<file path="config.mk">
export PLATFORM = sky130hd
export DESIGN_NAME = serial_addsub
export DESIGN_NICKNAME = d
export VERILOG_FILES = /design/src/rtl/serial_addsub.sv
export SDC_FILE = /design/constraint.sdc
export NUM_CORES = 1
export LEC_CHECK = 0
export BUFFER_PORTS_ARGS = -buffer_cell sky130_fd_sc_hd__buf_2
export CAP_MARGIN = 20
export CORE_ASPECT_RATIO = 0.8
export CORE_UTILIZATION = 50
export DETAILED_ROUTE_END_ITERATION = 10
export GPL_TIMING_DRIVEN = 0
export PLACE_DENSITY = 0.8
export SLEW_MARGIN = 40
export SYNTH_ARGS = -nofsm -noshare
export SYNTH_HDL_FRONTEND = slang
export SYNTH_SLANG_ARGS = --single-unit
</file>
<file path="constraint.sdc">
create_clock -name clk_i -period 4.5 [get_ports clk_i]
set_clock_uncertainty 0.05 [all_clocks]
set_input_delay 0.45 -clock clk_i [delete_from_list [all_inputs] [get_ports clk_i]]
set_output_delay 0.45 -clock clk_i [all_outputs]
set_load 0.005 [all_outputs]
</file>
<file path="src/rtl/serial_addsub.sv">
// Chunk-serial add/subtract: processes a WIDTH-bit operand pair CHUNK bits per cycle, LSB first.
// States: IDLE | waiting for start ; RUN | one chunk per cycle, outputs load on the last chunk
module serial_addsub #(
   parameter int WIDTH = 32,
   parameter int CHUNK = 8
) (
   input  logic             clk_i,
   input  logic             rst_n_i,
   input  logic             start_i,
   input  logic             op_i,
   input  logic [WIDTH-1:0] a_i,
   input  logic [WIDTH-1:0] b_i,
   output logic             busy_o,
   output logic             done_o,
   output logic [WIDTH-1:0] y_o,
   output logic             carry_o,
   output logic             overflow_o,
   output logic             zero_o,
   output logic             negative_o
);

   localparam int N  = WIDTH / CHUNK;
   localparam int CW = (N > 1) ? $clog2(N) : 1;

   typedef enum logic {IDLE = 1'b0, RUN = 1'b1} state_t;

   state_t           state_q, state_d;
   logic [WIDTH-1:0] a_q, a_d, b_q, b_d, res_q, res_d, y_q, y_d;
   logic             c_q, c_d, carry_q, carry_d, ovf_q, ovf_d;
   logic             zero_q, zero_d, neg_q, neg_d, done_q, done_d;
   logic [CW-1:0]    cnt_q, cnt_d;

   logic [CHUNK:0]   chunk_sum;
   logic             cout, cin_msb;
   logic [WIDTH-1:0] res_shift;

   assign chunk_sum = {1'b0, a_q[CHUNK-1:0]} + {1'b0, b_q[CHUNK-1:0]} + {{CHUNK{1'b0}}, c_q};
   assign cout      = chunk_sum[CHUNK];
   // Carry into the MSB recovered from the MSB sum bit: s = a ^ b ^ cin.
   assign cin_msb   = a_q[CHUNK-1] ^ b_q[CHUNK-1] ^ chunk_sum[CHUNK-1];

   generate
      if (N == 1) begin : g_single
         assign res_shift = chunk_sum[CHUNK-1:0];
      end else begin : g_multi
         assign res_shift = {chunk_sum[CHUNK-1:0], res_q[WIDTH-1:CHUNK]};
      end
   endgenerate

   always_comb begin
      state_d = state_q;
      a_d     = a_q;
      b_d     = b_q;
      c_d     = c_q;
      cnt_d   = cnt_q;
      res_d   = res_q;
      y_d     = y_q;
      carry_d = carry_q;
      ovf_d   = ovf_q;
      zero_d  = zero_q;
      neg_d   = neg_q;
      done_d  = 1'b0;
      case (state_q)
         IDLE: begin
            if (start_i) begin
               a_d     = a_i;
               b_d     = op_i ? ~b_i : b_i;
               c_d     = op_i;
               cnt_d   = CW'(N - 1);
               state_d = RUN;
            end
         end
         RUN: begin
            a_d   = a_q >> CHUNK;
            b_d   = b_q >> CHUNK;
            c_d   = cout;
            res_d = res_shift;
            cnt_d = cnt_q - CW'(1);
            if (cnt_q == '0) begin
               y_d     = res_shift;
               carry_d = cout;
               ovf_d   = cin_msb ^ cout;
               zero_d  = (res_shift == '0);
               neg_d   = res_shift[WIDTH-1];
               done_d  = 1'b1;
               state_d = IDLE;
            end
         end
         default: state_d = IDLE;
      endcase
   end

   always_ff @(posedge clk_i or negedge rst_n_i) begin
      if (!rst_n_i) begin
         state_q <= IDLE;
         a_q     <= '0;
         b_q     <= '0;
         c_q     <= 1'b0;
         cnt_q   <= '0;
         res_q   <= '0;
         y_q     <= '0;
         carry_q <= 1'b0;
         ovf_q   <= 1'b0;
         zero_q  <= 1'b0;
         neg_q   <= 1'b0;
         done_q  <= 1'b0;
      end else begin
         state_q <= state_d;
         a_q     <= a_d;
         b_q     <= b_d;
         c_q     <= c_d;
         cnt_q   <= cnt_d;
         res_q   <= res_d;
         y_q     <= y_d;
         carry_q <= carry_d;
         ovf_q   <= ovf_d;
         zero_q  <= zero_d;
         neg_q   <= neg_d;
         done_q  <= done_d;
      end
   end

   assign busy_o     = (state_q == RUN);
   assign done_o     = done_q;
   assign y_o        = y_q;
   assign carry_o    = carry_q;
   assign overflow_o = ovf_q;
   assign zero_o     = zero_q;
   assign negative_o = neg_q;

endmodule

</file>
==> metrics.txt <==
# TYPE chip_impl_metric gauge
chip_impl_metric{name="worst_setup_hold_path_clk_slew",unit="ns"} 0.06
chip_impl_metric{name="grt_max_degree",unit=""} 82
chip_impl_metric{name="synth_area",unit="sq um"} 5882
chip_impl_metric{name="finalHoldWorstSlack",unit="ns"} 0.2333
chip_impl_metric{name="gp_routability_congestion",unit=""} 0.8468
chip_impl_metric{name="netlist.area_leader.share",unit="%"} 54.46
chip_impl_metric{name="via_per_inst",unit=""} 5.553
chip_impl_info{name="timing.critical_path.to_type",value="flop"} 1
chip_impl_metric{name="hold_viol",unit=""} 0
chip_impl_metric{name="layout_worst_path_cycle_share",unit="%"} 61.76
chip_impl_metric{name="final_layout_size_suffix_gt1_share",unit="%"} 30.09
chip_impl_info{name="crit_path_launch_type",value="flop"} 1
chip_impl_metric{name="grt_antenna_before_repair",unit=""} 0
chip_impl_metric{name="layout.nets",unit=""} 733
chip_impl_metric{name="place.port_buffers",unit=""} 103
chip_impl_metric{name="post_synth_inst_count",unit=""} 531
chip_impl_metric{name="area_growth_syn_to_layout",unit="%"} 23.12
chip_impl_metric{name="worstSkewPairLatency",unit="ns"} 0.41
chip_impl_metric{name="final_setup_slack_of_the_worst_path",unit="ns"} 1.721
chip_impl_metric{name="die_area",unit="sq um"} 12200
chip_impl_metric{name="cap_violations",unit=""} 0
chip_impl_metric{name="cts_post_setup_buffers_inserted",unit=""} 0
chip_impl_metric{name="detail_route.drc_violations",unit=""} 0
chip_impl_metric{name="maxClockFrequency",unit="GHz"} 0.3598
chip_impl_info{name="run_status",value="finished clean"} 1
chip_impl_metric{name="route.final.wire_length",unit="mm"} 14.31
chip_impl_info{name="cts_tree",value="yes"} 1
chip_impl_metric{name="power.ir.vdd_worst",unit="mV"} 0.3255
chip_impl_metric{name="yosys.cell_types.count",unit=""} 36
chip_impl_metric{name="placed_area",unit="sq um"} 6620
chip_impl_metric{name="die_x",unit="um"} 123.3
chip_impl_info{name="critPathSlowestCell",value="fa_1"} 1
chip_impl_metric{name="ys.warnings.count",unit=""} 0
chip_impl_metric{name="static-leakage-power",unit="nW"} 3.440
chip_impl_metric{name="design_area",unit="sq um"} 7242
chip_impl_metric{name="synth-edff-count",unit=""} 0
chip_impl_info{name="crit-reg2reg-launch",value="a_q[0]"} 1
chip_impl_metric{name="finalMaxSlewViolations",unit=""} 0
chip_impl_metric{name="cp.arrival",unit="ns"} 3.05
chip_impl_metric{name="syn-num-nets",unit=""} 609
chip_impl_metric{name="critPathMaxStageDelay",unit="ns"} 0.52
chip_impl_info{name="clock-root-buffer",value="clkbuf_16"} 1
chip_impl_metric{name="pwr_density_cell",unit="nW/um^2"} 680.4
chip_impl_info{name="setup.worst_path.start",value="a_q[0]"} 1
chip_impl_metric{name="maxSlewHeadroom",unit="%"} 56.50
chip_impl_metric{name="synth-seq-cells",unit=""} 128
chip_impl_info{name="rsz0062_at_grt",value="false"} 1
chip_impl_metric{name="clock_tree.htree_level_count",unit=""} 4
chip_impl_info{name="worst_path_most_repeated_cell",value="fa_1"} 1
chip_impl_metric{name="first_iter_violations",unit=""} 365
chip_impl_metric{name="synth.yosys.seq_area_share",unit="%"} 54.46
chip_impl_info{name="worst-setup-path-type",value="reg -> reg"} 1
chip_impl_metric{name="first_global_vias",unit=""} 4632
chip_impl_metric{name="fp-row-count",unit=""} 35
chip_impl_metric{name="global_route.overflow_total",unit=""} 0
chip_impl_metric{name="die_y",unit="um"} 99.01
chip_impl_metric{name="place_worst_setup_slack",unit="ns"} 1.850
chip_impl_info{name="ys_dominant_reg_cell",value="dfrtp_1"} 1
chip_impl_metric{name="required",unit="ns"} 4.77
chip_impl_metric{name="tritoncts_num_sinks",unit=""} 128
chip_impl_metric{name="post_synth.cell_area_avg",unit="sq um"} 11.08
chip_impl_metric{name="core",unit="sq um"} 11470
chip_impl_metric{name="cts.path.max_buffers",unit=""} 2
chip_impl_metric{name="grt_pass1_wl",unit="mm"} 23.52
chip_impl_metric{name="fin_tns_setup",unit="ns"} 0
chip_impl_info{name="path_cells",value="fa_1 > fa_1 > xnor2_1 > and4_1 > nand4_1 > nand4bb_1 > o31ai_2"} 1
chip_impl_metric{name="timing.final.setup_violations",unit=""} 0
chip_impl_metric{name="pin_count",unit=""} 106
chip_impl_metric{name="totalPowerFinal",unit="mW"} 4.927
chip_impl_metric{name="dr.pass1.iters",unit=""} 5
chip_impl_metric{name="final.min_clock_period",unit="ns"} 2.779
chip_impl_metric{name="slew_worst_pin",unit="ns"} 0.6525
chip_impl_metric{name="detailed_place_hpwl",unit="mm"} 9.954
chip_impl_info{name="worst_hold_path_type",value="in -> reg"} 1
chip_impl_info{name="yosys-top-cells-area",value="dfrtp_1 (54%), mux2_2 (9.4%), mux2i_1 (5.8%)"} 1
chip_impl_info{name="final_cell_mix",value="dfrtp_1 (128), buf_2 (111), o21ai_0 (57)"} 1
chip_impl_info{name="layout.cells.most_common",value="dfrtp_1"} 1
chip_impl_metric{name="starting_density_of_the_core",unit="%"} 51.26
chip_impl_metric{name="num_antenna_cells",unit=""} 0
chip_impl_metric{name="remaining_antenna_violation_count_after_routing",unit=""} 0
chip_impl_info{name="netlist.top_cell.by_area",value="dfrtp_1"} 1
chip_impl_metric{name="fill_cells",unit=""} 900
chip_impl_info{name="worst_hold_startpoint",value="a_i[28]"} 1
chip_impl_metric{name="post_drt_wl_per_cell",unit="um"} 17.54
chip_impl_metric{name="critical_path.max_fanout",unit=""} 3
chip_impl_metric{name="numCtsBuffers",unit=""} 17
chip_impl_metric{name="asr_flop_ratio_synth",unit="%"} 100.0
chip_impl_metric{name="global_route.usage.total",unit="%"} 25.55
chip_impl_metric{name="via_count",unit=""} 4531
## cell families (layout without fill, tap and decap cells)
kind of cell | count (synthesis) | in the layout | share of synthesized area (%)
adders and majority gates | 10 | 10 | 2.383
DFF | 128 | 128 | 54.46
buffers and inverters | 41 | 178 | 3.042
xor gates and xnor gates | 37 | 37 | 5.509
AOI/OAI and AO/OA | 115 | 115 | 11.04
muxes | 83 | 83 | 15.17
and+or+nand+nor | 117 | 117 | 8.403
## timing repair
| action | 4_1_cts | 5_1_grt |
|---|---|---|
| resized for setup | 0 | 0 |
| hold endpoints to repair | 47 | 0 |
| hold buffers | 1 | 0 |
## worst paths after layout
path | depth (start not counted) | endpoint | slack, ns
max | 7 | zero_o | 1.72
min | 3 | a_q[28] | 0.23
max reg2reg | 7 | zero_o | 1.72
min reg2reg | 1 | cnt_q[0] | 0.43
max in group asynchronous | 3 | b_q[13] | 3.23
min in group asynchronous | 2 | y_o[23] | 0.47
## per-stage QoR
stage / instances / util (%)
floorplan: 531 / -
global placement: 782 / 57.37
detailed placement: 783 / 57.70
CTS: 816 / 63.12
global route: 816 / 63.12
finish: 816 / 63.12
## where the power goes
| part | internal (mW) | total, mW | switching, mW |
|---|---|---|---|
| clock network | 0.876 | 1.39 | 0.517 |
| registers | 1.62 | 1.96 | 0.340 |
| logic | 0.749 | 1.58 | 0.828 |
| total | 3.24 | 4.93 | 1.69 |
## worst max-delay path, delay by kind of cell (launching register included)
kind            cells  cell delay, ns
simple gates        3            0.69
xor+xnor            1            0.36
flops               1            0.41
compound gates      1            0.19
fa+ha+maj           2            0.99
## synth_stat cells (8+ instances only)
library cell,instances
dfrtp_1,128
o21ai_0,57
nand2_1,55
mux2_2,49
nor2_1,45
xnor2_1,36
a21oi_1,34
mux2i_1,34
clkbuf_1,18
a211oi_1,11
buf_2,9
ha_1,8
## flip-flops by register name, summed over array words and instances, names as in the netlist
name	cells
cnt_q	2
zero_o	1
done_o	1
c_q	1
busy_o	1
carry_o	1
b_q	32
res_q	24
a_q	32
overflow_o	1
y_o	32
## area by class of cell
class	instances	area, sq um	area share, %
buffer	36	160.2	2.211
clock inverter	11	131.4	1.814
sequential	128	3203	44.23
multi-input combinational	362	2500	34.52
timing repair buffer	105	563.0	7.775
tap	148	185.2	2.557
inverter	5	18.77	0.2592
clock buffer	21	480.5	6.634
## metal layers
layer | vias to the layer above | track usage, % | share of wire (%)
met3 | 30 | 6.424 | 6.6
met1 | 2241 | 34.22 | 44
li1 | 2087 | - | -
met4 | 0 | 8.248 | 2.0
met5 | - | 0 | 0
met2 | 173 | 40.78 | 47
(Power assumes the default switching activity.)
